<file path="config.mk">
export PLATFORM = sky130hd
export DESIGN_NAME = riscv_fetch
export DESIGN_NICKNAME = d
export VERILOG_FILES = /design/src/rtl/riscv_fetch.sv
export SDC_FILE = /design/constraint.sdc
export NUM_CORES = 1
export LEC_CHECK = 0
export CAP_MARGIN = 20
export CORE_AREA = 4 4 132 134
export CTS_CLUSTER_DIAMETER = 200
export DETAILED_ROUTE_END_ITERATION = 8
export DIE_AREA = 0 0 136 138
export PLACE_DENSITY = 0.7
export SYNTH_ARGS = -nofsm -noshare
export SYNTH_HDL_FRONTEND = slang
export SYNTH_SLANG_ARGS = --single-unit
</file>
<file path="constraint.sdc">
create_clock -name i_clk -period 2.3 [get_ports i_clk]
set_input_delay 0.46 -clock i_clk [delete_from_list [all_inputs] [get_ports i_clk]]
set_output_delay 0.46 -clock i_clk [all_outputs]
set_load 0.01 [all_outputs]
</file>
<file path="src/rtl/riscv_fetch.sv">
// RV32I instruction-fetch stage: owns the PC, keeps one imem fetch in flight and hands words to decode.
// Optional RISCV_FETCH_MISALIGN_TRAP_EN: misaligned redirect targets become a flagged NOP instead of a fetch.
module riscv_fetch #(
  parameter logic [31:0] PC_RESET = 32'h0000_0000
) (
  input  logic        i_clk,
  input  logic        i_rstn,
  output logic        o_fetch_imem_req,
  output logic [31:0] o_fetch_imem_addr,
  input  logic        i_fetch_imem_gnt,
  input  logic        i_fetch_imem_rvalid,
  input  logic [31:0] i_fetch_imem_rdata,
  output logic        o_fetch_valid,
  output logic [31:0] o_fetch_pc,
  output logic [31:0] o_fetch_instr,
  input  logic        i_fetch_ready,
  input  logic        i_fetch_redirect,
  input  logic [31:0] i_fetch_redirect_pc,
`ifdef RISCV_FETCH_MISALIGN_TRAP_EN
  output logic        o_fetch_misalign,
`endif
  output logic [1:0]  o_fetch_state
);

  // Handshakes: an imem request is taken on req && gnt; a decode transfer on valid && ready.
  typedef enum logic [1:0] {S_REQ = 2'd0, S_WAIT = 2'd1, S_HOLD = 2'd2} state_t;
  localparam logic [31:0] NOP = 32'h0000_0013;

  state_t      state_q, state_d;
  logic [31:0] pc_q, pc_d;
  logic [31:0] req_pc_q, req_pc_d;
  logic        drop_q, drop_d;
  logic        valid_q, valid_d;
  logic [31:0] out_pc_q, out_pc_d;
  logic [31:0] instr_q, instr_d;
  logic [31:0] redir_target;
  logic        redir_misal;
  logic        pc_misal;
  logic        gnt_ok;

`ifdef RISCV_FETCH_MISALIGN_TRAP_EN
  assign redir_target = i_fetch_redirect_pc;
  assign redir_misal  = (i_fetch_redirect_pc[1:0] != 2'b00);
  assign pc_misal     = (pc_q[1:0] != 2'b00);
`else
  assign redir_target = i_fetch_redirect_pc & 32'hFFFF_FFFC;
  assign redir_misal  = 1'b0;
  assign pc_misal     = 1'b0;
`endif

  always_ff @(posedge i_clk or negedge i_rstn) begin
    if (!i_rstn) begin
      state_q  <= S_REQ;
      pc_q     <= PC_RESET;
      req_pc_q <= 32'h0;
      drop_q   <= 1'b0;
      valid_q  <= 1'b0;
      out_pc_q <= 32'h0;
      instr_q  <= 32'h0;
    end else begin
      state_q  <= state_d;
      pc_q     <= pc_d;
      req_pc_q <= req_pc_d;
      drop_q   <= drop_d;
      valid_q  <= valid_d;
      out_pc_q <= out_pc_d;
      instr_q  <= instr_d;
    end
  end

  always_comb begin
    state_d  = state_q;
    pc_d     = pc_q;
    req_pc_d = req_pc_q;
    drop_d   = drop_q;
    valid_d  = valid_q;
    out_pc_d = out_pc_q;
    instr_d  = instr_q;
    unique case (state_q)
      S_REQ: begin
        if (i_fetch_redirect) begin
          pc_d = redir_target;
          if (gnt_ok) begin
            // The granted fetch is already in flight; its response must be swallowed.
            state_d = S_WAIT;
            drop_d  = 1'b1;
          end else if (redir_misal) begin
            state_d  = S_HOLD;
            valid_d  = 1'b1;
            out_pc_d = redir_target;
            instr_d  = NOP;
          end
        end else if (pc_misal) begin
          // Misaligned target that had to wait for a dropped response first.
          state_d  = S_HOLD;
          valid_d  = 1'b1;
          out_pc_d = pc_q;
          instr_d  = NOP;
        end else if (gnt_ok) begin
          req_pc_d = pc_q;
          pc_d     = pc_q + 32'd4;
          state_d  = S_WAIT;
        end
      end
      S_WAIT: begin
        if (i_fetch_redirect) begin
          pc_d = redir_target;
          if (i_fetch_imem_rvalid) begin
            drop_d = 1'b0;
            if (redir_misal) begin
              state_d  = S_HOLD;
              valid_d  = 1'b1;
              out_pc_d = redir_target;
              instr_d  = NOP;
            end else begin
              state_d = S_REQ;
            end
          end else begin
            drop_d = 1'b1;
          end
        end else if (i_fetch_imem_rvalid) begin
          drop_d = 1'b0;
          if (drop_q) begin
            state_d = S_REQ;
          end else begin
            state_d  = S_HOLD;
            valid_d  = 1'b1;
            out_pc_d = req_pc_q;
            instr_d  = i_fetch_imem_rdata;
          end
        end
      end
      S_HOLD: begin
        if (i_fetch_redirect) begin
          pc_d = redir_target;
          if (redir_misal) begin
            valid_d  = 1'b1;
            out_pc_d = redir_target;
            instr_d  = NOP;
          end else begin
            valid_d = 1'b0;
            state_d = S_REQ;
          end
        end else if (i_fetch_ready) begin
          valid_d = 1'b0;
          state_d = S_REQ;
        end
      end
      default: state_d = S_REQ;
    endcase
  end

  always_comb begin
    o_fetch_imem_req  = i_rstn && (state_q == S_REQ) && !pc_misal;
    o_fetch_imem_addr = {pc_q[31:2], 2'b00};
    gnt_ok            = i_fetch_imem_gnt && o_fetch_imem_req;
    o_fetch_valid     = valid_q;
    o_fetch_pc        = out_pc_q;
    o_fetch_instr     = instr_q;
    o_fetch_state     = state_q;
  end

`ifdef RISCV_FETCH_MISALIGN_TRAP_EN
  logic misal_q;
  always_ff @(posedge i_clk or negedge i_rstn) begin
    if (!i_rstn) begin
      misal_q <= 1'b0;
    end else if (state_d == S_HOLD &&
                 ((i_fetch_redirect && redir_misal) || (state_q == S_REQ && pc_misal))) begin
      misal_q <= 1'b1;
    end else if (state_d != S_HOLD || state_q != S_HOLD) begin
      misal_q <= 1'b0;
    end
  end
  assign o_fetch_misalign = misal_q;
`endif

endmodule

</file>
# Word level (Yosys, flattened, before mapping)

Cells that the tools add are included.

Word-level logic and storage cells: 58
Register bits after elaboration: 132
Input port bits: 70

Bitwise gates (word level): 2
Reductions and logical operators: 13
Mux-type cells: 24
Equality and inequality tests: 11
Add/sub/neg operators: 1

Operators with widths:

| operator                | number |
|---|---|
| $mux W32                | 3 |
| $pmux W32 S2            | 1 |
| $add A32 B3 Y32 const B | 1 |
| $mux W2                 | 7 |
| $mux W1                 | 10 |
| $ne A2 B2 Y1 const B    | 5 |
| $ne A3 B3 Y1 const B    | 3 |
| $reduce_and A3 Y1       | 3 |
| $reduce_and A4 Y1       | 2 |
| $pmux W2 S3             | 1 |
| $reduce_bool A2 Y1      | 3 |
| $reduce_and A5 Y1       | 1 |
| $pmux W1 S2             | 2 |
| $eq A2 B1 Y1 const B    | 1 |
| $eq A2 B2 Y1 const B    | 1 |
| $logic_and A1 B1 Y1     | 2 |
| $logic_not A2 Y1        | 1 |
| $ne A2 B1 Y1 const B    | 1 |
| $not A1 Y1              | 2 |
| $reduce_or A2 Y1        | 1 |

# Longest topological paths before layout

Gate-level depths: netlist of run 1.

Depth in word-level cells: 6
Depth in mapped cells: 9
Gate-level depth less buffers: 7

# Worst setup path before layout of run 1

Ideal clock, no wire load.

Path type: reg-to-reg
From: reg pc_q[2]
To: reg pc_q[24]
Path slack: 169 ps
Clock period less this slack: 2131 ps
Buffers on the path: 0
Data required time: 2163 ps
Data arrival time: 1994 ps
Cell stages (with the launch flop): 7
Cell sequence: dfrtp_1 -> ha_1 -> nand3_1 -> or4_4 -> or4_1 -> o21ai_1 -> a21oi_1

Longest elaborated chain between the ends: 4

Ends and longest elaborated chain:

| item                     | RTL line | text |
|---|---|---|
| start: declaration       | 30       | `logic [31:0] pc_q, pc_d;` |
| start signal: assignment | 62       | `pc_q <= pc_d;` |
| $add A32 B3 Y32          | 101      | `pc_d = pc_q + 32'd4;` |
| $mux W32                 | 99       | `end else if (gnt_ok) begin` |
| $mux W32                 | 81       | `if (i_fetch_redirect) begin` |
| $pmux W32 S2             | 79       | `unique case (state_q)` |

Every way passes these cells. The select of a mux whose other input is x is not followed.
A chain may end at the register's enable or synchronous reset.

# Worst setup path in the final report of run 1

From: reg state_q[0], in the netlist o_fetch_state[0]
To: out o_fetch_imem_req

Longest elaborated chain between the ends: 2

Ends and longest elaborated chain:

| item                     | RTL line | text |
|---|---|---|
| start: declaration       | 29       | `state_t state_q, state_d;` |
| start signal: assignment | 61       | `state_q <= state_d;` |
| $logic_not A2 Y1         | 154      | `o_fetch_imem_req = i_rstn && (state_q == S_REQ) && !pc_misal;` |
| $logic_and A1 B1 Y1      | 154      |  |
| end: declaration         | 8        | `output logic o_fetch_imem_req,` |

Every way passes these cells.

==> results by group, run 1 <==
Run status
  – Status: finished clean

Timing
  – Period minus WS final: 2180 ps
  – Ratio of final minimum period to clock period: 95.0%
  – Final hold slack: 149 ps
  – RSZ-0062 raised after global routing: false
  – Fmax: 458 MHz
  – Slew headroom: 54.4%
  – Worst-margin pin slew: 683 ps
  – Setup Viol. Count Final: 0
  – Hold Vio Cnt, Final: 0
  – Max-slew violation count: 0
  – Clock Skew: 16.9 ps

Worst hold path
  – Worst Hold Class: in2async

Drt
  – Drt wl/cell: 17.6 µm
  – Met2 WL: 8200 µm
  – Met1 wire length: 6550 µm
  – 1st-iter DRT viols: 245
  – Vias: 4588
  – Met3 Wirelength: 829 µm
  – Top sig layer: met4
  – Residual DRC: 0
  – Drt via density: 5.09
  – Routed Antenna Nets: 0
  – DR pass1 iterations: 5
  – Routed wire length: 15900 µm

Power
  – PD cells: 1410 nW/µm²
  – Leak Pwr: 3.43 nW
  – VDD IR max: 0.613 mV

Global routing
  – Remaining Overflow, GRT: 0
  – Vias in the first global route: 4884
  – Global Route Usage Sum: 17.6%
  – First-pass GRT wire length: 26100 µm
  – Largest net degree at the start of global routing: 127
  – Antenna violations before repair: 0

Floorplanning
  – # IOs: 170
  – Die ar.: 18800 µm²
  – Num rows: 47
  – Starting Density: 34.6%
  – Core Footprint: 16300 µm²
  – Die W: 136 µm
  – Die Height: 138 µm

Critical path
  – Crit-path max FO: 5
  – Cells along the critical path: inv_1 -> ha_1 -> and2_1 -> dlygate4sd2_1
  – Crit start category: register
  – Worst setup EP type: primary output
  – Reg2Reg Depth: 7
  – Crit path required time: 1840 ps
  – R2R setup slack: 160 ps
  – R2R Path End: pc_q[31]$_DFFE_PN0P_
  – FF-to-FF Start: o_fetch_state[0]$_DFFE_PN0P_
  – Data arrival, critical path: 1720 ps
  – Slowest-stage cell, CP: dfrtp_1
  – Crit-path max cell delay: 440 ps
  – Worst setup path class: reg2out

Job
  – Max-cap violations: 0

Placed design
  – Final HPWL DP: 11600 µm
  – Placed Cells: 869
  – Port bufs: 163
  – GPL Wtd Cong: 0.845

Final layout
  – Ratio of cells with drive above 1 in the final layout: 23.2%
  – Area Growth Syn to Fin: 47.6%
  – # nets final: 743
  – Layout Cells excl Fill: 901
  – Ant diodes: 0

Clock tree
  – Reg clk slew, reported paths: 60 ps
  – Htree depth: 4
  – CTS Buf Count: 17
  – Postcts setup bufs: 0
  – Root buf cell: clkbuf_16
  – CTS sink count: 126
  – Clock buffer depth: 2
  – TritonCTS clock tree: built
  – Worst-Skew Late Latency: 420 ps

Yosys
  – Synthesized flop and latch total: 126
  – Post-synth EDFFs: 0
  – Mapped Area: 5630 µm²
  – Sequential share of the synthesized area: 56.0%
  – Synth cell types: 45
  – Warnings, synthesis: 0
  – Mean post-synth cell area: 11.5 µm²
  – Synth Instances: 488
  – Primary FF master, synth: dfrtp_1
  – Synth async-reset ratio: 100%
[layout make-up]
| type | count | area [µm²] |
|---|---|---|
| Clock inverter | 12 | 143 |
| Sequential cell | 126 | 3150 |
| Multi-Input combinational cell | 320 | 2320 |
| Timing Repair Buffer | 191 | 1920 |
| Inverter | 12 | 45.0 |
| Fill cell | 1454 | 7980 |
| Clock buffer | 20 | 457 |
| Tap cell | 220 | 275 |
[through the flow]
stage	cell area, µm²	setup TNS [ps]	worst slack (ps)	power (mW)	util (%)
5_1_grt	8310	0	52.0	12.5	51.0
3_3_place_gp	7710	0	23.9	8.89	47.4
6_report	8310	0	115	11.7	51.0
3_5_place_dp	7710	-895	-44.1	9.13	47.4
2_1_floorplan	5640	0	169	6.32	-
4_1_cts	8310	0	143	11.9	51.0
[worst max-delay path: cells and delay by family, from the launching register on]
kind	cells	cell delay, ps
simple gates	1	220
flops	1	440
buf+inv	2	410
fa+ha+maj	1	240
[synthesized netlist by cell type, drive strengths merged (5+ instances only)]
cell type	count	area share, %
a21oi	40	3.6
buf	9	0.93
clkbuf	24	1.6
dfrtp	126	56
ha	5	1.1
inv	12	0.80
mux2	87	17
nand2	35	2.3
nand3	18	1.6
nand4	9	1.3
nor2	16	1.1
nor3	12	1.1
o21ai	31	2.8
o22ai	10	1.1
or4	6	0.89
[layout by cell type, fill, tap and decap left out, types with 6 or more instances in the layout]
cell and count:
dfrtp_1 126, nor2_1 15, mux2_2 87, clkbuf_16 17
o21ai_0 29, buf_4 22, a21oi_1 40, clkdlybuf4s50_1 161
nand2_1 35, clkinv_2 6, nand4_1 8, o22ai_1 10
nor3_1 12, buf_12 6, nand3_1 17, inv_1 12
[how the worst max path moves through the flow]
| stage | startpoint | endpoint | cells after the start |
|---|---|---|---|
| floorplan | pc_q[2]$_DFFE_PN0P_ | pc_q[24]$_DFFE_PN0P_ | 6 |
| global placement | i_fetch_imem_gnt | pc_q[31]$_DFFE_PN0P_ | 6 |
| CTS | o_fetch_state[0]$_DFFE_PN0P_ | o_fetch_imem_req | 4 |
| global route | o_fetch_state[0]$_DFFE_PN0P_ | pc_q[25]$_DFFE_PN0P_ | 7 |
| detailed placement | i_fetch_redirect | o_fetch_instr[9]$_DFFE_PN0P_ | 5 |
| finish | o_fetch_state[0]$_DFFE_PN0P_ | o_fetch_imem_req | 4 |
[registers in the layout, summed over array words and instances (netlist names)]
signal and cells:
drop_q 1, o_fetch_instr 32, o_fetch_pc 30, o_fetch_state 2, o_fetch_valid 1, pc_q 30, req_pc_q 30
[per-layer routing]
metal | vias up | global-route usage, %
li1 | 2135 | -
met1 | 2283 | 22.1
met2 | 151 | 29.3
met3 | 19 | 4.40
met4 | 0 | 6.05
met5 | - | 0
[what timing repair did]
item / in CTS / in global routing
endpoints found under the setup margin: 1 / 0
hold buffers: 0 / 0
hold endpoints to repair: 0 / 0
gates resized for setup: 1 / 0
[cell families (layout without fill, tap and decap cells)]
family / Yosys count / in the layout / share of synthesized area, %
AOI/OAI and AO/OA: 108 / 108 / 11.4
adders and majority gates: 5 / 5 / 1.11
buffers and inverters: 45 / 235 / 3.33
DFF: 126 / 126 / 56.0
muxes: 89 / 89 / 17.8
other: 1 / 4 / 0.0666
and+or+nand+nor: 114 / 114 / 10.4
[power by group]
group / switching, mW / internal (mW) / total [mW]
Clock: 0.956 / 1.75 / 2.70
Combinational: 2.20 / 2.78 / 4.98
Sequential: 0.771 / 3.29 / 4.06
Total: 3.93 / 7.81 / 11.7
Power figures use the tool's default switching activity.
==> run 2, diff against run 1 <==
Settings changed: CTS_CLUSTER_SIZE from default to 16, SLEW_MARGIN from default to 20.
==> results of run 2 <==
The final DEF is identical to that of run 1; final timing and power are the same.
